**config.mk**
```make
export PLATFORM = sky130hd
export DESIGN_NAME = pdm_rec_play_ctrl
export DESIGN_NICKNAME = d
export VERILOG_FILES = /design/src/rtl/pdm_rec_play_ctrl.sv
export SDC_FILE = /design/constraint.sdc
export NUM_CORES = 1
export LEC_CHECK = 0
export CAP_MARGIN = 20
export CELL_PAD_IN_SITES_DETAIL_PLACEMENT = 1
export CELL_PAD_IN_SITES_GLOBAL_PLACEMENT = 1
export CORE_UTILIZATION = 43
export CTS_BUF_LIST = sky130_fd_sc_hd__clkbuf_16
export DETAILED_ROUTE_END_ITERATION = 10
export GPL_TIMING_DRIVEN = 0
export PLACE_DENSITY_LB_ADDON = 0.1
export SLEW_MARGIN = 20
export SYNTH_ARGS = -nofsm -noshare
export SYNTH_HDL_FRONTEND = slang
export SYNTH_SLANG_ARGS = --single-unit
export TNS_END_PERCENT = 30
```
**constraint.sdc**
```tcl
create_clock -name clk -period 5 [get_ports clk]
set_input_delay 0.5 -clock clk [delete_from_list [all_inputs] [get_ports clk]]
set_output_delay 0.5 -clock clk [all_outputs]
set_load 0.1 [all_outputs]
```
**src/rtl/pdm_rec_play_ctrl.sv**
```systemverilog
// pdm_rec_play_ctrl: records capture samples into the shared sample RAM and plays them back
// at a fixed pace to the PDM modulator, driving amp enable and a progress bar.
module pdm_rec_play_ctrl #(
    parameter int CLK_FREQ  = 100,
    parameter int SAMPLE_W  = 7,
    parameter int RAM_DEPTH = 131072,
    parameter int ADDR_W    = $clog2(RAM_DEPTH),
    parameter int PLAY_DIV  = 1280
) (
    input  logic                clk,
    input  logic                reset,
    input  logic                start_record,
    input  logic                start_play,
    input  logic                stop,
    input  logic                cap_valid,
    input  logic [SAMPLE_W-1:0] cap_data,
    output logic [ADDR_W-1:0]   mem_addr,
    output logic                mem_we,
    output logic [SAMPLE_W-1:0] mem_wdata,
    input  logic [SAMPLE_W-1:0] mem_rdata,
    output logic [SAMPLE_W-1:0] play_data,
    output logic                play_valid,
    output logic                aud_sd,
    output logic                recording,
    output logic                playing,
    output logic [15:0]         led,
    output logic [ADDR_W:0]     rec_len
);
    localparam logic [1:0] IDLE = 2'd0, RECORD = 2'd1, PLAY = 2'd2, DRAIN = 2'd3;
    localparam int DIV_W = $clog2(PLAY_DIV);
    localparam logic [ADDR_W-1:0] LAST = ADDR_W'(RAM_DEPTH - 1);
    localparam logic [DIV_W-1:0] DIV_LAST = DIV_W'(PLAY_DIV - 1);
    localparam logic [SAMPLE_W-1:0] MID = SAMPLE_W'(1 << (SAMPLE_W - 1));

    if (PLAY_DIV < 3 || CLK_FREQ < 1 || ADDR_W < 4) begin : g_bad_cfg
        $error("pdm_rec_play_ctrl: unsupported parameter set");
    end

    logic [1:0]        state;
    logic [ADDR_W-1:0] wr_ptr, rd_ptr, wr_addr, ptr;
    logic [DIV_W-1:0]  div;
    logic              rd_pend;
    logic [3:0]        n;

    always_ff @(posedge clk) begin
        if (reset) begin
            state      <= IDLE;
            wr_ptr     <= '0;
            rd_ptr     <= '0;
            wr_addr    <= '0;
            div        <= '0;
            rd_pend    <= 1'b0;
            mem_we     <= 1'b0;
            mem_wdata  <= '0;
            play_data  <= MID;
            play_valid <= 1'b0;
            rec_len    <= '0;
        end else begin
            mem_we     <= 1'b0;
            play_valid <= 1'b0;
            rd_pend    <= 1'b0;
            case (state)
                IDLE: begin
                    if (start_record) begin
                        state  <= RECORD;
                        wr_ptr <= '0;
                    end else if (start_play && rec_len != '0) begin
                        state  <= PLAY;
                        rd_ptr <= '0;
                        div    <= '0;
                    end
                end
                RECORD: begin
                    if (cap_valid) begin
                        mem_we    <= 1'b1;
                        mem_wdata <= cap_data;
                        wr_addr   <= wr_ptr;
                        if (wr_ptr != LAST) wr_ptr <= wr_ptr + 1'b1;
                    end
                    // a strobe coinciding with stop or filling the RAM is still stored and counted
                    if (stop || (cap_valid && wr_ptr == LAST)) begin
                        state   <= IDLE;
                        rec_len <= {1'b0, wr_ptr} + (ADDR_W+1)'(cap_valid);
                    end
                end
                default: begin
                    div <= (div == DIV_LAST) ? '0 : div + 1'b1;
                    if (state == PLAY && div == '0) begin
                        rd_pend <= 1'b1;
                        if ({1'b0, rd_ptr} == rec_len - 1'b1) state <= DRAIN;
                        else rd_ptr <= rd_ptr + 1'b1;
                    end
                    if (rd_pend) begin
                        play_data  <= mem_rdata;
                        play_valid <= 1'b1;
                    end
                    if (stop || (state == DRAIN && div == DIV_LAST)) begin
                        state      <= IDLE;
                        play_data  <= MID;
                        play_valid <= 1'b0;
                        rd_pend    <= 1'b0;
                    end
                end
            endcase
        end
    end

    // reads present rd_ptr continuously; only the divider-zero cycle is consumed
    assign mem_addr  = mem_we ? wr_addr : rd_ptr;
    assign recording = state == RECORD;
    assign playing   = state == PLAY || state == DRAIN;
    assign aud_sd    = playing;
    assign ptr       = recording ? wr_ptr : rd_ptr;
    assign n         = ptr[ADDR_W-1 -: 4];
    assign led       = (state == IDLE) ? '0 : 16'hFFFF >> (4'd15 - n);
endmodule

```
-- Word-level counts from Yosys, hierarchy flattened
Index checks and enable logic that the tools add are counted.
- output and inout bits: 70
- flip-flop bits (word level): 99
- input port bits: 20
- $add $sub $neg: 6
- reduce and logical (&&, ||, !) cells: 25
- shifts and indexed selects: 1
- bitwise operators: 2
- mux-type cells: 28
- equal/unequal tests: 15
- operators by type and width (operator ; count):
    17-bit 2-to-1 mux ; 9
    17-bit one-hot mux with 2 select lines ; 2
    17-bit by 1-bit adder with 17-bit output, second input constant ; 2
    11-bit 2-to-1 mux ; 3
    11-bit one-hot mux with 2 select lines ; 1
    17-bit by 1-bit adder with 18-bit output ; 1
    17-bit by 18-bit equality test with 1-bit output ; 1
    18-bit nonzero test ; 1
    18-bit by 1-bit subtractor with 18-bit output, second input constant ; 1
    17-bit equality test, second input constant ; 1
    17-bit inequality test, second input constant ; 1
    16-bit 2-to-1 mux ; 1
    16-bit by 4-bit right shift with 16-bit output, first input constant ; 1
    7-bit 2-to-1 mux ; 2
    2-bit 2-to-1 mux ; 6
    11-bit by 1-bit adder with 11-bit output, second input constant ; 1
    11-bit equality test, second input constant ; 1
    11-bit logical NOT ; 1
    2-bit inequality test, second input constant ; 4
    4-bit AND reduction ; 2
    4-bit nonzero test ; 2
    2-bit by 1-bit inequality test with 1-bit output, second input constant ; 3
    2-bit AND reduction ; 3
    2-bit nonzero test ; 3
    other kinds (14) ; 24

-- Depth between registers and ports, before layout
Gate-level depths: netlist of the first run.
- word-level depth: 6
- mapped depth: 12
- mapped depth without buffers: 11

-- Least setup slack after synthesis of the first run
OpenSTA, ideal clock, no wires.
- kind: register to output
- from: reg state[0]
- to: out led[5]
- stages on the path, launching flop included: 7
- path buffers: 2
- slack: -2.325 ns
- required time: 4.500 ns
- data arrival time: 6.825 ns
- cell sequence: dfxtp_1 > clkbuf_1 > nor2b_1 > clkbuf_1 > mux2i_1 > o21ai_0 > a21boi_0
- longest elaborated chain between the ends: 5
- ends and longest elaborated chain (what ; RTL line ; text):
    start: declaration ; 39 ; logic [1:0] state;
    start signal: assignment ; 47 ; state <= IDLE;
    start signal: assignment ; 65 ; state <= RECORD;
    start signal: assignment ; 68 ; state <= PLAY;
    2-bit by 1-bit equality test with 1-bit output ; 110 ; assign recording = state == RECORD;
    named net recording ; 24 ; output logic recording,
    17-bit 2-to-1 mux ; 113 ; assign ptr = recording ? wr_ptr : rd_ptr;
    4-bit subtractor ; 115 ; assign led = (state == IDLE) ? '0 : 16'hFFFF >> (4'd15 - n);
    16-bit by 4-bit right shift with 16-bit output ; 115 ;
    16-bit 2-to-1 mux ; 115 ;
    end: declaration ; 26 ; output logic [15:0] led,
The timed path passes the listed nets, and every way through them passes these cells.

-- Worst setup path in the final report of the first run
- from: reg state[0]
- to: out led[15]
- longest elaborated chain between the ends: 5
- ends and longest elaborated chain (what ; RTL line):
    2-bit by 1-bit equality test with 1-bit output ; 110
    17-bit 2-to-1 mux ; 113
    4-bit subtractor ; 115
    16-bit by 4-bit right shift with 16-bit output ; 115
    16-bit 2-to-1 mux * ; 115
Every way passes the cells marked *; elsewhere a longest branch is shown, timed or not.

==> metrics.md, run 1 <==
| Metric | Value |
|---|---|
| Slowest CP cell | `clkdlybuf4s50_1` |
| Most frequent cells after synthesis | `dfxtp_1 (99), nand2_1 (87), nor2_1 (63)` |
| Commonest register cell after synthesis | `dfxtp_1` |
| IO Count | `90` |
| Setup Crit Path Kind | `flop to output pin` |
| Area occupied by multi-input gates | `3230 um^2` |
| RSZ-0062 raised after global routing | `false` |
| Worst setup margin | `0.762 ns` |
| Post-CTS Hold Buffers | `0` |
| DRT Wirelength | `18700 um` |
| Initial DRT Pass Iterations | `5` |
| H-tree levels | `3` |
| Worst Clk Skew | `0.00725 ns` |
| Synth area leaders | `dfxtp_1 (36%), nand2_1 (5.9%), a21oi_1 (5.2%)` |
| CTS tree | `yes` |
| Yosys warns | `0` |
| Avg Cell Area, Syn | `7.98 um^2` |
| Cell count after synthesis | `688` |
| CP cell instances | `clkbuf_1, nor2b_1, clkbuf_1, mux2i_1, or3_1, nor2_1, clkdlybuf4s50_1` |
| Critical R2R Launch | `rec_len[0]` |
| Initial antenna violation count | `0` |
| Async set or reset register ratio after synthesis | `0%` |
| Starting Density | `44.9%` |
| Root buffer cell | `clkbuf_16` |
| WP data required | `4.50 ns` |
| Hold Path End | `mem_wdata[0]` |
| Crit path arrival time | `3.74 ns` |
| Mapped Area | `5490 um^2` |
| Largest net degree at the start of global routing | `19` |
| Reg area | `1980 um^2` |
| Yosys reg bits | `99` |
| CP Capture Type | `output pin` |
| Max Cap Viol | `0` |
| Global Route Usage Sum | `29.1%` |
| Top-count cell post-synth | `dfxtp_1` |
| Via count | `5506` |
| Area leader, netlist | `dfxtp_1` |
| Final worst path period share | `84.8%` |
| Slew @ Worst Pin | `1.03 ns` |
| Final antenna-violating net count | `0` |
| Max incr delay on CP | `1.15 ns` |
| Num rows | `40` |
| Pins over their slew limit | `0` |
| Clock Latency Late Sink | `0.36 ns` |
| Reg clk slew, reported paths | `0.07 ns` |
| DRT iter0 DRCs | `289` |
| EDFF count, synth | `0` |
| Share of the synthesized area in the top cell type | `36.1%` |
| Mapped Nets | `716` |
| Post-DP HPWL | `14200 um` |
| Leak pwr | `2.30 nW` |
| Peak VDD IR | `0.000191 V` |
| Highest Clock Rate | `236 MHz` |
| First-pass GRT wire length | `29600 um` |
| Reg2Reg Depth | `11` |
| Setup violators final | `0` |
| Final Cell Area | `6890 um^2` |
| Remaining DRCs | `0` |
| Cts bufs inserted | `9` |
| CP most frequent cell | `clkbuf_1` |
| Pwr per Cell Area | `288 nW/um^2` |
| Filler cell count | `1524` |
| Worst setup SP type | `flop` |
| Count of final hold-check violations | `0` |
| Relative slew slack | `31.2%` |
| Final net count | `816` |
| HP Class | `flop to flop` |
| Clock Tree Buf Depth | `2` |
| Full die area | `13200 um^2` |
| Area after DPL | `6600 um^2` |
| Status | `completed` |
| Sequential area share after synthesis | `36.1%` |
| Hold_sp | `mem_wdata[0]` |
| Area growth, synth to finish | `25.4%` |
| Clk sinks | `99` |
| Cts repair resizes | `0` |
| WL/cell | `19.5 um` |
| Worst Hold Depth | `2` |
| Grt ovf | `0` |
| Crit-path max FO | `10` |
| Crit path time final | `4.24 ns` |
| ANT cells | `0` |
| Unique masters post-synth | `62` |
| Worst reg2reg endpoint | `rd_ptr[5]` |
| Vias/cell | `5.73` |
| R2R Setup Slk | `1.42 ns` |
| IO Port Bufs | `89` |
| Vias in the first global route | `5610` |
| Die Wd | `115 um` |
| Pre-CTS setup slack | `1.19 ns` |
| Core Area | `12200 um^2` |
| Post-CTS setup buffer count | `0` |
| Placer Congestion | `0.852` |
| Share of cells above drive strength 1 | `6.68%` |
| Height of the die | `115 um` |
power by group:
part	internal [mW]	switching [mW]
combinational	0.147	0.322
sequential	0.806	0.0246
clock	0.347	0.341
total	1.30	0.687
placed cells by master, fill, tap and decap left out, drive strengths merged, types with 6 or more instances in the layout:
master	instances
a211oi	16
a21oi	57
a22o	6
a311oi	6
and3	10
clkbuf	57
clkdlybuf4s50	89
dfxtp	99
ha	8
inv	18
mux2	19
mux2i	12
nand2	87
nand2b	11
nand3	32
nand4	16
nor2	63
nor3	9
nor4	9
o21ai	26
or3	21
xnor2	19
xor2	27
cells by family after synthesis:
logic type / after synthesis / synth area share (%)
xor gates and xnor gates: 46 / 7.34
buffers and inverters: 68 / 5.15
adders and majority gates: 8 / 1.82
DFF: 99 / 36.1
muxes: 31 / 6.15
AOI/OAI and AO/OA: 147 / 17.3
and+or+nand+nor: 289 / 26.1
metal layers:
metal	vias to the layer above	share of wire [%]	global-route usage, %
met5	-	0	0
met4	0	2.3	9.87
met3	29	3.9	4.90
met2	117	50	51.6
met1	2717	43	35.6
li1	2643	-	-
metrics by stage:
| stage | util (%) | TNS (ns) | std cells | power, mW | hold WS (ns) |
|---|---|---|---|---|---|
| 2_1_floorplan | - | -0.433 | 688 | 1.18 | 0.433 |
| 3_3_place_gp | 54.0 | 0 | 945 | 1.30 | 0.441 |
| 3_5_place_dp | 54.0 | 0 | 945 | 1.31 | 0.448 |
| 4_1_cts | 56.4 | 0 | 961 | 1.99 | 0.459 |
| 5_1_grt | 56.4 | 0 | 961 | 2.05 | 0.477 |
| 6_report | 56.4 | 0 | 961 | 1.99 | 0.459 |
layout make-up:
type	instances	area share (%)
Multi-Input combinational cell	521	47.0
Clock buffer	9	3.27
Inverter	15	0.818
Timing Repair Buffer	89	12.9
Sequential cell	99	28.8
Tap cell	168	3.05
Clock inverter	7	0.872
Buffer	53	3.29
critical path, delay by kind of cell, from the launching register on:
family	cells	cell delay [ns]
mux	1	0.38
buf+inv	3	1.90
flops	1	0.31
simple gates	3	0.79
sequential cells by signal, summed over array words and instances (netlist names):
name and cells:
state 2, mem_wdata 7, div 11, play_data 7, rd_pend 1, wr_addr 17, play_valid 1, rec_len 18
wr_ptr 17, rd_ptr 17, mem_we 1
worst max-delay path by stage:
stage / startpoint / endpoint / slack (ns) / cells after the start
global route: state[0] / led[1] / 0.54 / 7
finish: state[0] / led[15] / 0.76 / 7
CTS: state[0] / led[15] / 0.79 / 7
floorplan: state[0] / led[5] / -0.30 / 6
global placement: state[0] / led[15] / 1.30 / 7
detailed placement: state[0] / led[15] / 1.19 / 7
Note: power is estimated with default switching activity, not from simulation.
==> run 2, diff against run 1 <==
--- a/config.mk
+++ b/config.mk
@@ -8,7 +8,7 @@
 export CAP_MARGIN = 20
 export CELL_PAD_IN_SITES_DETAIL_PLACEMENT = 1
 export CELL_PAD_IN_SITES_GLOBAL_PLACEMENT = 1
-export CORE_UTILIZATION = 43
+export CORE_UTILIZATION = 36
 export CTS_BUF_LIST = sky130_fd_sc_hd__clkbuf_16
 export DETAILED_ROUTE_END_ITERATION = 10
 export GPL_TIMING_DRIVEN = 0
==> constraint.sdc (replaced) <==
create_clock -name clk -period 3.5 [get_ports clk]
set_input_delay 0.35 -clock clk [delete_from_list [all_inputs] [get_ports clk]]
set_output_delay 0.35 -clock clk [all_outputs]
set_load 0.1 [all_outputs]
==> run 2 against run 1 <==
Utilization is 8.7 points lower. Die area is 19% higher. Critical path depth stayed put. Non-clock buffer count is 1 lower. Final area is 1.7% higher. Flip-flop and latch count stayed put. Final cell count is 1.5% higher. First-iteration DRC count is 16% lower. Clock power is 51% higher. Via count is 1.9% lower. Count of clock-buffer cells in the layout stayed put.
==> metrics.md, run 2 (synthesis results as in run 1) <==
| Metric | Value |
|---|---|
| Full die area | `15700 um^2 (+19%)` |
| Final net count | `815 (-0.12%)` |
| IO Count | `90 (unchanged)` |
| Worst path bufs/invs | `3 (unchanged)` |
| Final core occ | `47.6% (-8.7 points)` |
| Cts bufs inserted | `9 (unchanged)` |
| Max reg flops | `18 (unchanged)` |
| Slew @ Worst Pin | `1.02 ns (-0.00825 ns)` |
| Peak VDD IR | `0.000265 V (+39%)` |
| M1 WL | `8390 um (+3.4%)` |
| Worst Clk Skew | `0.0129 ns (+0.00566 ns)` |
| Status | `completed` |
| Relative slew slack | `31.9% (+0.65 points)` |
| Leak pwr | `2.55 nW (+11%)` |
| Int Pwr | `1.93 mW (+48%)` |
| WL/cell | `19.5 um (+0.35%)` |
| Highest Clock Rate | `294 MHz` |
| Pins over their slew limit | `0 (unchanged)` |
| Die Wd | `125 um (+9.1%)` |
| Vias/cell | `5.54 (-3.3%)` |
| Placer Congestion | `0.829 (-2.7%)` |
| Reg clk slew, reported paths | `0.07 ns (about the same)` |
| Clock Latency Late Sink | `0.36 ns (about the same)` |
| Final antenna-violating net count | `0 (unchanged)` |
| WP data required | `3.15 ns (-1.35 ns)` |
| IO Port Bufs | `89 (unchanged)` |
| CTS tree | `yes` |
| Remaining DRCs | `0 (unchanged)` |
| Most frequent cells in the layout | `dfxtp_1 (99), nand2_1 (87), clkdlybuf4s50_1 (65)` |
| Area occupied by multi-input gates | `3310 um^2 (+2.4%)` |
| Largest net degree at the start of global routing | `18 (-1)` |
| Part of the power in combinational logic | `23.2% (-0.4 points)` |
| Clk sinks | `99 (unchanged)` |
| Share of cells above drive strength 1 | `8.85% (+2.2 points)` |
| Count of final hold-check violations | `0 (unchanged)` |
| DRT iter0 DRCs | `243 (-16%)` |
| Setup TNS | `0 ns (unchanged)` |
| DR WL met2 | `9660 um (+2.6%)` |
| Initial antenna violation count | `0 (unchanged)` |
| Max incr delay on CP | `0.62 ns (-0.53 ns)` |
| Height of the die | `125 um (+9.1%)` |
| H-tree levels | `3 (unchanged)` |
| ANT cells | `0 (unchanged)` |
| CP Capture Type | `output pin` |
| Via count | `5404 (-1.9%)` |
| Post-DP HPWL | `14800 um (+3.8%)` |
| Worst setup SP type | `flop` |
| HP Class | `flop to flop` |
| Core Area | `14700 um^2 (+20%)` |
| Reg area | `1980 um^2 (unchanged)` |
| Crit path time final | `3.40 ns` |
| Register bank with the most flops | `rec_len` |
| Num rows | `44 (+10%)` |
| Final worst path period share | `97.2%` |
| Starting Density | `37.3% (-7.6 points)` |
| Sequential Power Share | `41.0% (-0.8 points)` |
| Area growth, synth to finish | `27.6%` |
| Crit path arrival time | `3.05 ns (-0.69 ns)` |
| Routed wl met3 | `593 um (-19%)` |
| Filler cell count | `1832 (+20%)` |
| CP cell instances | `clkbuf_1, nor2b_1, clkbuf_2, mux2i_2, and2_1, a21oi_1, dlygate4sd2_1` |
| Clock Tree Buf Depth | `2 (unchanged)` |
| Slowest CP cell | `dlygate4sd2_1` |
| Cell family with most CP delay | `buffers and inverters` |
| Grt ovf | `0 (unchanged)` |
| Commonest non-fill, non-tap cell in the layout | `dfxtp_1` |
| Setup Crit Path Kind | `flop to output pin` |
| First-pass GRT wire length | `30600 um (+3.5%)` |
| RSZ-0062 raised after global routing | `true` |
| Initial DRT Pass Iterations | `4 (-1)` |
| Crit-path max FO | `10 (unchanged)` |
| Pwr per Cell Area | `413 nW/um^2 (+43%)` |
| Vias in the first global route | `5662 (+0.93%)` |
| DRT Wirelength | `19000 um (+1.8%)` |
| Setup violators final | `0 (unchanged)` |
| Clk pwr share | `35.8% (+1.2 points)` |
| Global Route Usage Sum | `24.9% (-4.2 points)` |
| Max Cap Viol | `0 (unchanged)` |
| Net Sw Frac | `33.4% (-1.2 points)` |
| DR top layer | `met4` |
| Root buffer cell | `clkbuf_16` |
| Switching power | `967 uW (+41%)` |
[run 2: cell types whose count changed in the layout (fill, tap and decap cells not counted), sizes merged]
cell | before | now
clkbuf | 57 | 56
clkinvlp | 2 | 0
clkdlybuf4s15 | 0 | 2
clkdlybuf4s50 | 89 | 65
bufinv | 0 | 1
dlymetal6s2s | 0 | 9
dlygate4sd2 | 0 | 13
[run 2: power groups by stage]
stage	Sequential (mW)	Clock (mW)	Combinational [mW]
floorplan	1.33	0	0.360
global placement	1.21	0	0.650
detailed placement	1.21	0	0.665
CTS	1.19	1.05	0.670
global route	1.19	1.10	0.718
finish	1.19	1.04	0.672
[run 2: final timing paths]
check / startpoint / end / slack, ns / depth (start not counted)
min: wr_addr[1] / wr_addr[1] / 0.45 / 2
min reg2reg: wr_addr[1] / wr_addr[1] / 0.45 / 2
max: state[0] / led[9] / 0.1 / 7
max reg2reg: rec_len[5] / rd_ptr[12] / 0.13 / 11
[run 2: timing repair]
item | in CTS | in global routing
hold buffers | 0 | 0
resized for setup | 23 | 16
endpoints found under the setup margin | 23 | 31
buffers inserted | 0 | 0
hold endpoints to repair | 0 | 0
gates cloned | 0 | 0
[run 2: layout make-up]
type | instances | area share [%]
plain buffers | 52 | 3.23
clock buffers | 9 | 3.22
clock inverters | 6 | 1.04
inverters | 15 | 0.804
multi-input cells | 521 | 47.3
flip-flops and latches | 99 | 28.3
well taps | 184 | 3.29
repair buffers | 89 | 12.8
[run 2: metrics by stage]
step	area [um^2]	power (mW)	cells	worst slack, ns	hold WS (ns)
after floorplan	5540	1.69	688	-0.231	0.433
after global placement	6660	1.86	961	-0.0851	0.440
after detailed placement	6660	1.88	961	-0.167	0.445
after CTS	6960	2.91	976	0.0325	0.455
after global routing	7000	3.01	975	-0.102	0.472
final	7000	2.89	975	0.0978	0.454
[run 2: worst min-delay path: cells and delay by family (launching register included)]
family          cells  cell delay [ns]
compound gates      1             0.05
simple gates        1             0.05
flops               1             0.31
[run 2: routing by layer]
layer	global-route usage, %	up-vias
met1	30.4	2669
met2	44.9	75
met5	0	-
met3	3.68	23
li1	-	2637
met4	7.53	0
==> RTL change 1: new RTL, settings of run 2 <==
Register the inputs `start_record`, `start_play`, `stop`, `cap_valid`, `cap_data` and `mem_rdata` before use, cleared by the reset. The logic sees them one clock later.
--- a/src/rtl/pdm_rec_play_ctrl.sv
+++ b/src/rtl/pdm_rec_play_ctrl.sv
@@ -32,6 +32,31 @@
     localparam logic [DIV_W-1:0] DIV_LAST = DIV_W'(PLAY_DIV - 1);
     localparam logic [SAMPLE_W-1:0] MID = SAMPLE_W'(1 << (SAMPLE_W - 1));
 
+    logic start_record_q;
+    logic start_play_q;
+    logic stop_q;
+    logic cap_valid_q;
+    logic [SAMPLE_W-1:0] cap_data_q;
+    logic [SAMPLE_W-1:0] mem_rdata_q;
+
+    always_ff @(posedge clk) begin
+        if (reset) begin
+            start_record_q <= '0;
+            start_play_q   <= '0;
+            stop_q         <= '0;
+            cap_valid_q    <= '0;
+            cap_data_q     <= '0;
+            mem_rdata_q    <= '0;
+        end else begin
+            start_record_q <= start_record;
+            start_play_q   <= start_play;
+            stop_q         <= stop;
+            cap_valid_q    <= cap_valid;
+            cap_data_q     <= cap_data;
+            mem_rdata_q    <= mem_rdata;
+        end
+    end
+
     if (PLAY_DIV < 3 || CLK_FREQ < 1 || ADDR_W < 4) begin : g_bad_cfg
         $error("pdm_rec_play_ctrl: unsupported parameter set");
     end
@@ -61,26 +86,26 @@
             rd_pend    <= 1'b0;
             case (state)
                 IDLE: begin
-                    if (start_record) begin
+                    if (start_record_q) begin
                         state  <= RECORD;
                         wr_ptr <= '0;
-                    end else if (start_play && rec_len != '0) begin
+                    end else if (start_play_q && rec_len != '0) begin
                         state  <= PLAY;
                         rd_ptr <= '0;
                         div    <= '0;
                     end
                 end
                 RECORD: begin
-                    if (cap_valid) begin
+                    if (cap_valid_q) begin
                         mem_we    <= 1'b1;
-                        mem_wdata <= cap_data;
+                        mem_wdata <= cap_data_q;
                         wr_addr   <= wr_ptr;
                         if (wr_ptr != LAST) wr_ptr <= wr_ptr + 1'b1;
                     end
                     // a strobe coinciding with stop or filling the RAM is still stored and counted
-                    if (stop || (cap_valid && wr_ptr == LAST)) begin
+                    if (stop_q || (cap_valid_q && wr_ptr == LAST)) begin
                         state   <= IDLE;
-                        rec_len <= {1'b0, wr_ptr} + (ADDR_W+1)'(cap_valid);
+                        rec_len <= {1'b0, wr_ptr} + (ADDR_W+1)'(cap_valid_q);
                     end
                 end
                 default: begin
@@ -91,10 +116,10 @@
                         else rd_ptr <= rd_ptr + 1'b1;
                     end
                     if (rd_pend) begin
-                        play_data  <= mem_rdata;
+                        play_data  <= mem_rdata_q;
                         play_valid <= 1'b1;
                     end
-                    if (stop || (state == DRAIN && div == DIV_LAST)) begin
+                    if (stop_q || (state == DRAIN && div == DIV_LAST)) begin
                         state      <= IDLE;
                         play_data  <= MID;
                         play_valid <= 1'b0;
Check against the original RTL: not equivalent (Yosys sat finds a counterexample within 4 cycles, from zero or initial values and one cycle with reset high).
==> RTL change 1 against run 2 <==
Final area is 12% higher. Sequential cell count is 18 higher. Total power grew 27%. Fmax is 1.2% higher. Worst setup slack better by 0.039 ns. First-iteration DRC count increased by 23%. Register-to-register slack improved by 0.07 ns. Core utilization rose by 1.5 points. Synthesized cell count is 2.8% higher. Combinational power shrank 33%. Wire length grew 6.6%. Synthesized area increased by 8.2%. Critical endpoint is now led[6].
==> RTL change 1: results (changes against run 2) <==
[outcome]
status = complete, no violations  ; unchanged

[critical_path]
reg2reg_from = state[0]  ; was rec_len[5]
critPathCapture = led[6]  ; was led[9]
rr_worst_depth = 9  ; was 11
reg2reg_slack_ns = 0.20  ; was 0.13 ns
crit_start = state[1]  ; was state[0]
worstPathArrival_ns = 3.01  ; was 3.05 ns
r2r_end = rd_ptr[16]  ; was rd_ptr[12]

[routing]
vias = 5681  ; was 5,404
wl_um = 20300  ; was 19,000 um
met1_length_um = 9350  ; was 8390 um
wl_met3_um = 613  ; was 593 um

[cells_and_area]
clk_share_pct = 7.82  ; was 4.25%
top_register = rec_len  ; unchanged
post_layout_nonfiller_instances = 1044  ; was 975
drive_above_1_share_pct = 12.8  ; was 8.85%
fillerInstances = 1918  ; was 1,832
nClkBuffers = 17  ; was 9
seqAreaFraction_pct = 29.8  ; was 28.3%
comb.multi_input.count = 522  ; was 521
multi_input_area_um2 = 3470  ; was 3310 um^2
n_all_buffers = 142  ; was 141
nets = 844  ; was 815
largest_reg_flops = 18  ; unchanged

[global_routing]
grt_util_met3_pct = 4.40  ; was 3.68%
grt_usage_pct = 25.1  ; was 24.9%
grt_pass1_wl_um = 32300  ; was 30,600 um
met2_usage_pct = 41.9  ; was 44.9%
grt_max_degree = 17  ; was 18
grt_pass1_vias = 5962  ; was 5,662

[timing]
fin_skew_ns = 0.0127  ; was 0.0129 ns
finalHoldWorstSlack_ns = 0.434  ; was 0.454 ns
worst_slew_pin_slew_ns = 1.04  ; was 1.02 ns

[synthesis]
synth_xor_area_share_pct = 7.60  ; was 7.34%
synth.distinct_cells = 61  ; was 62
synthTopCellsByArea = dfxtp_1, a21oi_1, nand2_1, xor2_1, nor2_1  ; was dfxtp_1, nand2_1, a21oi_1, nor2_1, xor2_1
syn_nets = 736  ; was 716
ys_top_cells_by_count = dfxtp_1, nand2_1, a21oi_1  ; was dfxtp_1, nand2_1, nor2_1
synth_compound_area_share_pct = 15.2  ; was 17.3%
synthAdderAreaFrac_pct = 1.90  ; was 1.82%
syn_inst = 707  ; was 688
synth_mux_area_share_pct = 4.36  ; was 6.15%

[worst_hold_path]
hold-path-endpoint = mem_wdata[2]  ; was wr_addr[1]
holdCritStartpoint = cap_data_q[2]  ; was wr_addr[1]

[power_and_ir_drop]
powerDensity_nw_per_um2 = 467  ; was 413 nW/um^2
ir_worst_vdd_uv = 381  ; was 265 uV

[placed_design]
routabilityCongestion = 0.866  ; was 0.829
dp_hpwl_um = 15100  ; was 14,800 um
pre_cts_ws_ns = -0.444  ; was -0.167 ns
place_area_um2 = 7190  ; was 6660 um^2
portBuffers = 89  ; unchanged

[clock_network]
clkLatencyLatePin_ns = 0.42  ; was 0.36 ns
htreeDepth = 4  ; was 3

[floorplanning]
rows = 46  ; was 44

[RTL change 1: worst max-delay path, stage by stage, from the launching register on]
cell and delay (ns):
dfxtp_1 0.32, clkbuf_2 0.24, nor2b_2 0.28, clkdlybuf4s15_2 0.43, a22oi_2 0.13, buf_4 0.23
o31ai_4 0.06, dlygate4sd2_1 0.90
[RTL change 1: report_power, final]
part	leakage, nW	internal, mW	switching (mW)
clock	0.291	1.18	0.655
combinational	1.50	0.151	0.301
sequential	0.948	1.36	0.0240
[RTL change 1: kinds of logic after synthesis]
| logic type | after synthesis |
|---|---|
| simple gates | 297 |
| mux | 24 |
| fa+ha+maj | 9 |
| buf+inv | 68 |
| xor+xnor | 50 |
| flops | 117 |
| compound gates | 142 |
[RTL change 1: repair_timing]
item | 4_1_cts | 5_1_grt
hold endpoints to repair | 0 | 0
gates resized for setup | 50 | 34
setup endpoints to repair | 39 | 70
setup buffers | 1 | 0
pin swaps | 1 | 0
gates cloned | 0 | 0
==> RTL change 2: new RTL, config.mk and constraints of run 2 <==
Without the edit above. The parameter `SAMPLE_W` goes from 7 to 8.
--- a/src/rtl/pdm_rec_play_ctrl.sv
+++ b/src/rtl/pdm_rec_play_ctrl.sv
@@ -2,7 +2,7 @@
 // at a fixed pace to the PDM modulator, driving amp enable and a progress bar.
 module pdm_rec_play_ctrl #(
     parameter int CLK_FREQ  = 100,
-    parameter int SAMPLE_W  = 7,
+    parameter int SAMPLE_W  = 8,
     parameter int RAM_DEPTH = 131072,
     parameter int ADDR_W    = $clog2(RAM_DEPTH),
     parameter int PLAY_DIV  = 1280
Ports: changed (resized cap_data, mem_rdata, mem_wdata and play_data); port bits go from 90 to 94. No check against the original RTL was run, so the function may have changed too.
==> RTL change 2 against run 2 <==
Sequential cell count is 2 higher. Final area down 1.9%. Critical path depth unchanged. Total power down 4.2%. Synthesized area fell by 2.8%. Wire length shrank 6.5%. Via count shrank 6.1%. Sequential share of layout area grew 1.1 points. Clock skew decreased by 0.0068 ns. Worst setup slack worse by 0.079 ns.
==> RTL change 2: results (changes against run 2) <==
[synthesis]
ys_seq_area_share_pct = 37.9  ; was 36.1%
synthTopCellsByArea = dfxtp_1, nor2_1, xor2_1, xnor2_1, nand2_1  ; was dfxtp_1, nand2_1, a21oi_1, nor2_1, xor2_1

[placed_design]
portBuffers = 93  ; was 89
routabilityCongestion = 0.811  ; was 0.829
dp_hpwl_um = 13800  ; was 14,800 um
pre_cts_ws_ns = -0.124  ; was -0.167 ns

[global_routing]
gr-usage-met1_pct = 31.8  ; was 30.4%
grt_usage_pct = 24.5  ; was 24.9%
met2_usage_pct = 40.8  ; was 44.9%
grt_max_degree = 17  ; was 18
grt_pass1_vias = 5231  ; was 5,662

[cells_and_area]
largest_reg_flops = 18  ; unchanged
fillerInstances = 1764  ; was 1,832
drive_above_1_share_pct = 8.71  ; was 8.85%

[outcome]
status = complete, no violations  ; unchanged

[critical_path]
reg2reg_from = rec_len[0]  ; was rec_len[5]
crit_start = state[1]  ; was state[0]

[worst_hold_path]
holdCritStartpoint = wr_addr[13]  ; was wr_addr[1]

[timing]
fin_skew_ns = 0.00612  ; was 0.0129 ns
slew_headroom_pct = 33.2  ; was 31.9%

[power_and_ir_drop]
cellLeakagePower_nw = 2.42  ; was 2.55 nW
ir_worst_vdd_uv = 277  ; was 265 uV

[routing]
viasPerCell = 5.33  ; was 5.54
drtIter0Drc = 220  ; was 243
wl_um = 17800  ; was 19,000 um

RTL change 2: cell count changes in the layout (fill, tap and decap cells not counted), moves of 7 or more:
| cell | run 2 | this run |
|---|---|---|
| nor3_1 | 6 | 16 |
| xnor2_1 | 19 | 35 |
| nand2b_1 | 10 | 2 |
| nor2_1 | 62 | 88 |
| xor2_1 | 27 | 36 |
| or3_1 | 21 | 9 |
| a21oi_1 | 57 | 41 |
| dlymetal6s2s_1 | 9 | 1 |
| dlygate4sd2_1 | 13 | 20 |
| nand3_1 | 32 | 21 |
| o21ai_0 | 23 | 15 |
RTL change 2: cell type report:
class                           instances  area share, %
Buffer                                 50           3.06
Tap cell                              184           3.35
Multi-Input combinational cell        494           45.9
Timing Repair Buffer                   93           13.2
Clock buffer                            9           3.28
Inverter                               15          0.820
Sequential cell                       101           29.4
Clock inverter                          7           1.00
RTL change 2: final timing paths:
path / endpoint / slack (ns)
min reg2reg: wr_addr[13] / 0.46
min: wr_addr[13] / 0.46
max: led[7] / 0.02
max reg2reg: rd_ptr[11] / 0.26
RTL change 2: cell families (layout without fill, tap and decap cells):
kind of cell             after synthesis  count (layout)  share of synthesized area, %
XOR/XNOR                              71              71                          11.7
AND/OR/NAND/NOR                      275             275                          24.4
AO/OA/AOI/OAI                        116             116                          14.3
multiplexers                          24              24                          4.95
adder cells (fa/ha/maj)                8               8                          1.88
flip-flops                           101             101                          37.9
buffers and inverters                 65             174                          4.90
RTL change 2: metal layers:
layer / up-vias / wire (um)
met5: - / 0
met4: 0 / 344
met3: 20 / 686
met2: 91 / 8540
met1: 2493 / 8220
li1: 2473 / -
RTL change 2: where the power goes:
| group | internal, mW | switching [mW] |
|---|---|---|
| Clock | 0.550 | 0.448 |
| Combinational | 0.180 | 0.389 |
| Sequential | 1.17 | 0.0309 |
RTL change 2: metrics by stage:
step / area (um^2) / hold slack (ns) / std cells / TNS (ns)
after global routing: 6870 / 0.482 / 953 / -0.353
final: 6870 / 0.458 / 953 / 0
after detailed placement: 6550 / 0.448 / 937 / -1.44
after global placement: 6550 / 0.439 / 937 / -0.124
after floorplan: 5390 / 0.433 / 660 / -1.14
after CTS: 6840 / 0.458 / 953 / 0
RTL change 2: worst register-to-register path, cell delays in order, from the launching register on:
cell and delay [ns]:
dfxtp_1 0.38, inv_1 0.09, ha_1 0.27, nor3b_2 0.33
nand4_1 0.20, or3_1 0.44, o311ai_2 0.34, nor2_2 0.18
or2_2 0.31, clkbuf_1 0.22, clkbuf_2 0.27, nor2_1 0.14
RTL change 2: what timing repair did:
item                       CTS  global route
pin swaps                    0             2
gates resized for setup     28            14
gates cloned                 0             0
setup endpoints to repair   33            35
setup buffers                0             0
